## src/rtl/pipeline_hazard_controller_pkg.sv

```systemverilog
// Shared encodings for the pipeline hazard controller: FSM states,
// forwarding selects and the hard-wired zero register.
package pipeline_hazard_controller_pkg;

   typedef enum logic [1:0] {
      ST_RUN      = 2'b00,
      ST_STALL_LU = 2'b01,
      ST_STALL_JR = 2'b10,
      ST_FLUSH    = 2'b11
   } state_e;

   typedef enum logic [1:0] {
      FWD_REG = 2'b00,
      FWD_WB  = 2'b01,
      FWD_MEM = 2'b10
   } fwd_sel_e;

   localparam logic [4:0] REG_ZERO = 5'd0;

   // A destination matches a source only when it is a real register:
   // $0 is hard-wired to zero and never creates a dependency.
   function automatic logic reg_match(input logic [4:0] dest, input logic [4:0] src);
      return (dest != REG_ZERO) && (dest == src);
   endfunction

endpackage

```

## src/rtl/pipeline_hazard_controller_if.sv

```systemverilog
// Bundle of pipeline-side hazard inputs and controller outputs.
// slave: the controller; master: the pipeline (or a testbench) driving it.
interface pipeline_hazard_controller_if #(
   parameter int CNT_W = 16
);
   logic [4:0]       rs_ID, rt_ID;
   logic             uses_rs_ID, uses_rt_ID;
   logic             jump_ID, jr_ID;
   logic [4:0]       rs_EX, rt_EX;
   logic             MemRead_EX, RegWrite_EX;
   logic [4:0]       WriteReg_EX;
   logic             RegWrite_MEM;
   logic [4:0]       WriteReg_MEM;
   logic             branch_taken_MEM;
   logic             RegWrite_WB;
   logic [4:0]       WriteReg_WB;

   logic             pc_write_en, if_id_write_en;
   logic             if_id_flush, id_ex_bubble, ex_mem_flush;
   logic [1:0]       forward_a, forward_b;
   logic [1:0]       state;
   logic [CNT_W-1:0] stall_cycles, flush_events;
   logic             hazard_error;

   modport slave (
      input  rs_ID, rt_ID, uses_rs_ID, uses_rt_ID, jump_ID, jr_ID,
             rs_EX, rt_EX, MemRead_EX, RegWrite_EX, WriteReg_EX,
             RegWrite_MEM, WriteReg_MEM, branch_taken_MEM,
             RegWrite_WB, WriteReg_WB,
      output pc_write_en, if_id_write_en, if_id_flush, id_ex_bubble, ex_mem_flush,
             forward_a, forward_b, state, stall_cycles, flush_events, hazard_error
   );

   modport master (
      output rs_ID, rt_ID, uses_rs_ID, uses_rt_ID, jump_ID, jr_ID,
             rs_EX, rt_EX, MemRead_EX, RegWrite_EX, WriteReg_EX,
             RegWrite_MEM, WriteReg_MEM, branch_taken_MEM,
             RegWrite_WB, WriteReg_WB,
      input  pc_write_en, if_id_write_en, if_id_flush, id_ex_bubble, ex_mem_flush,
             forward_a, forward_b, state, stall_cycles, flush_events, hazard_error
   );

endinterface

```

## src/rtl/pipeline_hazard_controller_forwarding_unit.sv

```systemverilog
// EX-stage operand forwarding: picks the youngest in-flight producer
// (MEM before WB) for each ALU source, otherwise the register file.
module forwarding_unit
   import pipeline_hazard_controller_pkg::*;
(
   input  logic [4:0] rs_ex_i,
   input  logic [4:0] rt_ex_i,
   input  logic       regwrite_mem_i,
   input  logic [4:0] writereg_mem_i,
   input  logic       regwrite_wb_i,
   input  logic [4:0] writereg_wb_i,
   output fwd_sel_e   forward_a_o,
   output fwd_sel_e   forward_b_o
);

   function automatic fwd_sel_e pick(input logic [4:0] src);
      if (regwrite_mem_i && reg_match(writereg_mem_i, src)) return FWD_MEM;
      if (regwrite_wb_i  && reg_match(writereg_wb_i,  src)) return FWD_WB;
      return FWD_REG;
   endfunction

   // Operand selects are purely combinational on the current EX sources.
   always_comb begin
      forward_a_o = pick(rs_ex_i);
      forward_b_o = pick(rt_ex_i);
   end

endmodule

```

## src/rtl/pipeline_hazard_controller.sv

```systemverilog
// Central hazard controller for the 5-stage pipeline: PC / IF-ID enables,
// flush and bubble controls, forwarding selects, stall/flush history FSM,
// stall watchdog and saturating performance counters.
module pipeline_hazard_controller
   import pipeline_hazard_controller_pkg::*;
#(
   parameter int MAX_STALL = 8,
   parameter int CNT_W     = 16
) (
   input logic                          clk,
   input logic                          reset,
   pipeline_hazard_controller_if.slave  hz
);

   localparam logic [7:0] MAX_STALL_C = 8'(MAX_STALL);

   logic             lu, jrh, branch, stall;
   fwd_sel_e         fwd_a, fwd_b;
   state_e           state_q, state_d;
   logic [7:0]       run_q, run_d;
   logic [CNT_W-1:0] stall_cnt_q, stall_cnt_d;
   logic [CNT_W-1:0] flush_cnt_q, flush_cnt_d;
   logic             hazard_q, hazard_d;

   forwarding_unit u_fwd (
      .rs_ex_i        (hz.rs_EX),
      .rt_ex_i        (hz.rt_EX),
      .regwrite_mem_i (hz.RegWrite_MEM),
      .writereg_mem_i (hz.WriteReg_MEM),
      .regwrite_wb_i  (hz.RegWrite_WB),
      .writereg_wb_i  (hz.WriteReg_WB),
      .forward_a_o    (fwd_a),
      .forward_b_o    (fwd_b)
   );

   // Hazard detection: load-use against EX, jr source against any in-flight writer.
   always_comb begin
      branch = hz.branch_taken_MEM;
      lu     = hz.MemRead_EX &
               ((hz.uses_rs_ID & reg_match(hz.WriteReg_EX, hz.rs_ID)) |
                (hz.uses_rt_ID & reg_match(hz.WriteReg_EX, hz.rt_ID)));
      jrh    = hz.jr_ID &
               ((hz.RegWrite_EX  & reg_match(hz.WriteReg_EX,  hz.rs_ID)) |
                (hz.RegWrite_MEM & reg_match(hz.WriteReg_MEM, hz.rs_ID)) |
                (hz.RegWrite_WB  & reg_match(hz.WriteReg_WB,  hz.rs_ID)));
      // A taken branch squashes the stalled instruction, so it never stalls.
      stall  = ~branch & (lu | jrh);
   end

   // Pipeline controls with priority reset > branch > stall > jump.
   always_comb begin
      // NOTE: every output gets a default first so no path through the
      // if/else chain leaves it unassigned and infers a latch.
      hz.pc_write_en    = 1'b1;
      hz.if_id_write_en = 1'b1;
      hz.if_id_flush    = 1'b0;
      hz.id_ex_bubble   = 1'b0;
      hz.ex_mem_flush   = 1'b0;
      hz.forward_a      = fwd_a;
      hz.forward_b      = fwd_b;
      if (reset) begin
         hz.pc_write_en    = 1'b0;
         hz.if_id_write_en = 1'b0;
         hz.if_id_flush    = 1'b1;
         hz.id_ex_bubble   = 1'b1;
         hz.ex_mem_flush   = 1'b1;
         hz.forward_a      = FWD_REG;
         hz.forward_b      = FWD_REG;
      end else if (branch) begin
         hz.if_id_flush    = 1'b1;
         hz.id_ex_bubble   = 1'b1;
         hz.ex_mem_flush   = 1'b1;
      end else if (lu || jrh) begin
         hz.pc_write_en    = 1'b0;
         hz.if_id_write_en = 1'b0;
         hz.id_ex_bubble   = 1'b1;
      end else if (hz.jump_ID) begin
         hz.if_id_flush    = 1'b1;
      end
   end

   // Next state follows this cycle's winning condition; FLUSH falls back
   // to RUN on its own unless another branch is taken.
   always_comb begin
      state_d = ST_RUN;
      if (branch)   state_d = ST_FLUSH;
      else if (lu)  state_d = ST_STALL_LU;
      else if (jrh) state_d = ST_STALL_JR;
   end

   // Watchdog run length and saturating counters.
   always_comb begin
      run_d       = 8'd0;
      stall_cnt_d = stall_cnt_q;
      flush_cnt_d = flush_cnt_q;
      if (stall) run_d = (run_q == MAX_STALL_C) ? run_q : run_q + 8'd1;
      if (stall && (stall_cnt_q != '1)) stall_cnt_d = stall_cnt_q + 1'b1;
      if (branch && (flush_cnt_q != '1)) flush_cnt_d = flush_cnt_q + 1'b1;
      hazard_d = hazard_q | (run_d == MAX_STALL_C);
   end

   // State and history registers; reset aborts any stall immediately.
   always_ff @(posedge clk or posedge reset) begin
      // NOTE: non-blocking assignments so every register samples the
      // pre-edge values regardless of statement order.
      if (reset) begin
         state_q     <= ST_RUN;
         run_q       <= 8'd0;
         stall_cnt_q <= '0;
         flush_cnt_q <= '0;
         hazard_q    <= 1'b0;
      end else begin
         state_q     <= state_d;
         run_q       <= run_d;
         stall_cnt_q <= stall_cnt_d;
         flush_cnt_q <= flush_cnt_d;
         hazard_q    <= hazard_d;
      end
   end

   assign hz.state        = state_q;
   assign hz.stall_cycles = stall_cnt_q;
   assign hz.flush_events = flush_cnt_q;
   assign hz.hazard_error = hazard_q;

endmodule

```

## src/flat_wrapper.sv

```systemverilog
// flat-port wrapper written by rule: the top's interface ports become plain ports
module pipeline_hazard_controller_flat import pipeline_hazard_controller_pkg::*;
#(
   parameter int MAX_STALL = 8,
   parameter int CNT_W     = 16
)
  (clk, reset, hz_rs_ID, hz_rt_ID, hz_uses_rs_ID, hz_uses_rt_ID, hz_jump_ID, hz_jr_ID, hz_rs_EX, hz_rt_EX, hz_MemRead_EX, hz_RegWrite_EX, hz_WriteReg_EX, hz_RegWrite_MEM, hz_WriteReg_MEM, hz_branch_taken_MEM, hz_RegWrite_WB, hz_WriteReg_WB, hz_pc_write_en, hz_if_id_write_en, hz_if_id_flush, hz_id_ex_bubble, hz_ex_mem_flush, hz_forward_a, hz_forward_b, hz_state, hz_stall_cycles, hz_flush_events, hz_hazard_error);
  pipeline_hazard_controller_if #(.CNT_W(CNT_W)) hz_i ();
  input logic clk;
  input logic reset;
  input wire logic [$bits(hz_i.rs_ID)-1:0] hz_rs_ID;
  input wire logic [$bits(hz_i.rt_ID)-1:0] hz_rt_ID;
  input wire logic [$bits(hz_i.uses_rs_ID)-1:0] hz_uses_rs_ID;
  input wire logic [$bits(hz_i.uses_rt_ID)-1:0] hz_uses_rt_ID;
  input wire logic [$bits(hz_i.jump_ID)-1:0] hz_jump_ID;
  input wire logic [$bits(hz_i.jr_ID)-1:0] hz_jr_ID;
  input wire logic [$bits(hz_i.rs_EX)-1:0] hz_rs_EX;
  input wire logic [$bits(hz_i.rt_EX)-1:0] hz_rt_EX;
  input wire logic [$bits(hz_i.MemRead_EX)-1:0] hz_MemRead_EX;
  input wire logic [$bits(hz_i.RegWrite_EX)-1:0] hz_RegWrite_EX;
  input wire logic [$bits(hz_i.WriteReg_EX)-1:0] hz_WriteReg_EX;
  input wire logic [$bits(hz_i.RegWrite_MEM)-1:0] hz_RegWrite_MEM;
  input wire logic [$bits(hz_i.WriteReg_MEM)-1:0] hz_WriteReg_MEM;
  input wire logic [$bits(hz_i.branch_taken_MEM)-1:0] hz_branch_taken_MEM;
  input wire logic [$bits(hz_i.RegWrite_WB)-1:0] hz_RegWrite_WB;
  input wire logic [$bits(hz_i.WriteReg_WB)-1:0] hz_WriteReg_WB;
  output wire logic [$bits(hz_i.pc_write_en)-1:0] hz_pc_write_en;
  output wire logic [$bits(hz_i.if_id_write_en)-1:0] hz_if_id_write_en;
  output wire logic [$bits(hz_i.if_id_flush)-1:0] hz_if_id_flush;
  output wire logic [$bits(hz_i.id_ex_bubble)-1:0] hz_id_ex_bubble;
  output wire logic [$bits(hz_i.ex_mem_flush)-1:0] hz_ex_mem_flush;
  output wire logic [$bits(hz_i.forward_a)-1:0] hz_forward_a;
  output wire logic [$bits(hz_i.forward_b)-1:0] hz_forward_b;
  output wire logic [$bits(hz_i.state)-1:0] hz_state;
  output wire logic [$bits(hz_i.stall_cycles)-1:0] hz_stall_cycles;
  output wire logic [$bits(hz_i.flush_events)-1:0] hz_flush_events;
  output wire logic [$bits(hz_i.hazard_error)-1:0] hz_hazard_error;
  assign hz_i.rs_ID = hz_rs_ID;
  assign hz_i.rt_ID = hz_rt_ID;
  assign hz_i.uses_rs_ID = hz_uses_rs_ID;
  assign hz_i.uses_rt_ID = hz_uses_rt_ID;
  assign hz_i.jump_ID = hz_jump_ID;
  assign hz_i.jr_ID = hz_jr_ID;
  assign hz_i.rs_EX = hz_rs_EX;
  assign hz_i.rt_EX = hz_rt_EX;
  assign hz_i.MemRead_EX = hz_MemRead_EX;
  assign hz_i.RegWrite_EX = hz_RegWrite_EX;
  assign hz_i.WriteReg_EX = hz_WriteReg_EX;
  assign hz_i.RegWrite_MEM = hz_RegWrite_MEM;
  assign hz_i.WriteReg_MEM = hz_WriteReg_MEM;
  assign hz_i.branch_taken_MEM = hz_branch_taken_MEM;
  assign hz_i.RegWrite_WB = hz_RegWrite_WB;
  assign hz_i.WriteReg_WB = hz_WriteReg_WB;
  assign hz_pc_write_en = hz_i.pc_write_en;
  assign hz_if_id_write_en = hz_i.if_id_write_en;
  assign hz_if_id_flush = hz_i.if_id_flush;
  assign hz_id_ex_bubble = hz_i.id_ex_bubble;
  assign hz_ex_mem_flush = hz_i.ex_mem_flush;
  assign hz_forward_a = hz_i.forward_a;
  assign hz_forward_b = hz_i.forward_b;
  assign hz_state = hz_i.state;
  assign hz_stall_cycles = hz_i.stall_cycles;
  assign hz_flush_events = hz_i.flush_events;
  assign hz_hazard_error = hz_i.hazard_error;
  pipeline_hazard_controller #(.MAX_STALL(MAX_STALL), .CNT_W(CNT_W)) u_core (.clk(clk), .reset(reset), .hz(hz_i));
endmodule
```

## config.mk

```make
export PLATFORM = sky130hd
export DESIGN_NAME = pipeline_hazard_controller_flat
export DESIGN_NICKNAME = d
export VERILOG_FILES = /design/src/rtl/pipeline_hazard_controller_pkg.sv /design/src/rtl/pipeline_hazard_controller_if.sv /design/src/rtl/pipeline_hazard_controller_forwarding_unit.sv /design/src/rtl/pipeline_hazard_controller.sv /design/src/flat_wrapper.sv
export SDC_FILE = /design/constraint.sdc
export NUM_CORES = 1
export LEC_CHECK = 0
export ABC_AREA = 1
export CORE_MARGIN = 2
export CORE_UTILIZATION = 44
export CTS_BUF_LIST = sky130_fd_sc_hd__clkbuf_4
export CTS_CLUSTER_SIZE = 12
export DETAILED_ROUTE_END_ITERATION = 8
export PLACE_DENSITY_LB_ADDON = 0.15
export SYNTH_ARGS = -nofsm -noshare
export SYNTH_HDL_FRONTEND = slang
export SYNTH_SLANG_ARGS = --single-unit
```

## constraint.sdc

```tcl
create_clock -name clk -period 3.8 [get_ports clk]
set_input_delay 0.76 -clock clk [delete_from_list [all_inputs] [get_ports clk]]
set_output_delay 0.76 -clock clk [all_outputs]
set_load 0.01 [all_outputs]
```

==> impl_metrics.env <==
export IMPL_grt_max_degree=25
export IMPL_crit_family="buffers and inverters"
export IMPL_drc_errors=0
export IMPL_die_y_microns=86.5
export IMPL_layout_drive_gt1_share_pct=7.33
export IMPL_grt_usage_pct=20.9
export IMPL_critPathLaunchType="input pin"
export IMPL_layout_min_cycle_time_ns=3.54
export IMPL_clock_sinks=43
export IMPL_p_per_area_nw_per_um2=356
export IMPL_fmax_ghz=0.282
export IMPL_critPathArrivalTime_ns=2.78
export IMPL_hold_violations=0
export IMPL_via_per_inst=4.95
export IMPL_ys_warn_count=0
export IMPL_timing_rr_end="u_core.hz.stall_cycles[0]"
export IMPL_yosysUniqueCellTypes=36
export IMPL_finalNetCount=554
export IMPL_crit_end="hz_if_id_flush"
export IMPL_cts_buffer_depth=2
export IMPL_rsz0062_at_grt="no"
export IMPL_maxCapViolCount=0
export IMPL_routedWlPerCell_microns=12.6
export IMPL_drv_slew=0
export IMPL_postSynthCellCount=410
export IMPL_worstPathRequired_ns=3.04
export IMPL_post_route_cell_area_sq_um=4020
export IMPL_htree_levels=2
export IMPL_drtIter0Drc=104
export IMPL_cts_clk_slew_worst_paths_ns=0.11
export IMPL_wirelength_mm=7.38
export IMPL_reg2reg_depth=8
export IMPL_portBuffers=89
export IMPL_core_area_sq_um=6680
export IMPL_cts_hold_buf=0
export IMPL_ys_seq_area_share_pct=36.0
export IMPL_hold_class="register to register"
export IMPL_insertion_delay_ns=0.34
export IMPL_rrSetupSlack_ns=1.92
export IMPL_crit_path_end_kind="primary output"
export IMPL_path_buf_inv=3
export IMPL_synth_edf_count=0
export IMPL_ys_ff_latch=43
export IMPL_grt_pass1_vias=2824
export IMPL_initial_core_util_pct=44.8
export IMPL_setup_viol=0
export IMPL_dp_hpwl_mm=5.87
export IMPL_grt_pass1_wl_mm=12.8
export IMPL_cpPeakStageDelay_ns=0.54
export IMPL_gp_congestion=0.911
export IMPL_syn_to_final_growth_pct=34.4
export IMPL_syn_area_per_cell_sq_um=7.30
export IMPL_cp_depth=13
export IMPL_reg2reg_from="u_core.hz.stall_cycles[0]"
export IMPL_drt_pass1_iterations=4
export IMPL_diodes=0
export IMPL_syn_nets=460
export IMPL_postPlaceCellArea_sq_um=3960
export IMPL_synth_area_sq_um=2990
export IMPL_cts_inserted_buffers=5
export IMPL_outcome="finished, final reports clean"
export IMPL_cp_cell_sequence="clkdlybuf4s50_1, nor2_1, nand3_1, nand2_1, nor2_1, nor2_1, nand2_2, nand2_2, nand2_4, inv_2, nand2_1, nand3_1, clkdlybuf4s50_1"
export IMPL_final_setup_tns_ns=0
export IMPL_max_vdd_ir_drop_uv=275
export IMPL_die_w_microns=86.5
export IMPL_synthArstFlopShare_pct=100
export IMPL_crit_top_cell="nor2_1"
export IMPL_grt_ovfl_total=0
export IMPL_worstMarginPinSlew_ns=0.478
export IMPL_io_pins=90
export IMPL_cts_root_buf="clkbuf_4"
export IMPL_min_period_over_period_pct=93.3
export IMPL_tritoncts="yes"
export IMPL_post_cts_setup_buffers=0
export IMPL_power_leakage_nw=1.88
export IMPL_worst_clock_skew_ns=0.0128
export IMPL_holdWs_ns=0.475
export IMPL_critPathSlowestCell="clkdlybuf4s50_1"
export IMPL_maxSlewHeadroom_pct=67.9
export IMPL_synth_flop_cell="dfrtp_1"
export IMPL_ant_nets=0
export IMPL_crit_type="input pin to primary output"
export IMPL_crit_fanout=5
export IMPL_num_vias=2897
export IMPL_num_rows=30
export IMPL_antenna_found_initial=0
export IMPL_critPathLaunch="hz_WriteReg_WB[0]"
export IMPL_die_area_sq_um=7480
-- cells in the mapped netlist, types with 3 or more instances --
cell,n,area share [%]
nor2_1,50,6.3
o21ai_0,5,0.84
dfrtp_1,43,36
xnor2_1,23,6.7
nor3_1,12,2.0
a21oi_1,4,0.67
buf_6,3,1.1
ha_1,4,1.7
nand3_1,22,3.7
inv_1,54,6.8
nand2_2,7,1.5
nand2_1,106,13
xor2_1,25,7.3
o21ai_2,3,0.88
nor4_1,3,0.63
inv_2,6,0.75
o22ai_1,3,0.63
nand4_1,8,1.7
o21ai_1,6,1.0
-- cells in the final DEF (no fill, tap or decap), drive strengths merged, types with 2 or more instances in the layout --
master	n
a21oi	4
buf	2
clkbuf	7
clkdlybuf4s50	86
clkinv	2
dfrtp	43
dlymetal6s2s	3
ha	4
inv	60
nand2	114
nand3	22
nand3b	2
nand4	8
nor2	53
nor3	14
nor4	3
o2111ai	2
o211ai	2
o21a	2
o21ai	15
o22ai	3
or2	2
xnor2	23
xor2	25
-- report_power, final --
group	total (W)	switching, W	internal [W]
logic	0.000566	0.000273	0.000293
clock network	0.000231	0.000144	0.0000867
registers	0.000634	0.0000960	0.000538
total	0.00143	0.000513	0.000918
-- layout make-up --
cell class	count	area (sq um)
Fill cell	638	2660
Multi-Input combinational cell	302	1650
Sequential cell	43	1080
Timing Repair Buffer	91	913
Inverter	61	229
Tap cell	80	100
Clock buffer	7	52.6
Clock inverter	1	5.00
-- layer usage --
metal  wire length (microns)  part of all wire, %  track usage [%]  vias to the layer above
met1                    3460                   47             28.0                     1345
met5                       0                    0                0                        -
met3                     363                  4.9             4.57                        8
li1                        -                    -                -                     1475
met4                      98                  1.3             5.26                        0
met2                    3460                   47             34.4                       69
-- flip-flops by register name, summed over array words and instances (netlist names) --
register	cells
u_core.hz.flush_events	16
u_core.hz.hazard_error	1
u_core.hz.stall_cycles	16
u_core.hz.state	2
u_core.run_q	8
-- worst min-delay path, cell delays in order (launching register included) --
cell and delay [ns]:
dfrtp_1 0.36, inv_1 0.04, nand2_1 0.05
-- worst min path at each step --
stage | from | endpoint | cells after the start
6_report | u_core.hz.hazard_error | u_core.hz.hazard_error | 2
2_1_floorplan | u_core.hz.hazard_error | u_core.hz.hazard_error | 2
3_3_place_gp | u_core.hz.hazard_error | u_core.hz.hazard_error | 2
4_1_cts | u_core.hz.hazard_error | u_core.hz.hazard_error | 2
5_1_grt | u_core.hz.flush_events[14] | u_core.hz.flush_events[14] | 1
3_5_place_dp | u_core.hz.hazard_error | u_core.hz.hazard_error | 2
-- stage by stage --
stage / setup slack, ns / util [%] / instances / power [W]
final: 0.256 / 60.2 / 585 / 0.00143
after global routing: 0.0719 / 60.2 / 585 / 0.00154
after CTS: 0.154 / 60.1 / 585 / 0.00145
after detailed placement: 0.169 / 59.2 / 577 / 0.00121
after global placement: 0.218 / 59.2 / 577 / 0.00120
after floorplan: 0.462 / - / 410 / 0.000914
-- cell families (layout without fill, tap and decap cells) --
family	after synthesis	in the layout	share of synthesized area, %
buf+inv	65	160	9.03
fa+ha+maj	4	4	1.67
flops	43	43	36.0
xor+xnor	48	48	14.0
compound gates	30	30	6.69
simple gates	220	220	32.6
-- what timing repair did --
| item | in CTS | in global routing |
|---|---|---|
| hold endpoints to repair | 0 | 0 |
| resized for setup | 0 | 3 |
| setup endpoints to repair | 0 | 2 |
Note: power is estimated with default switching activity, not from simulation.
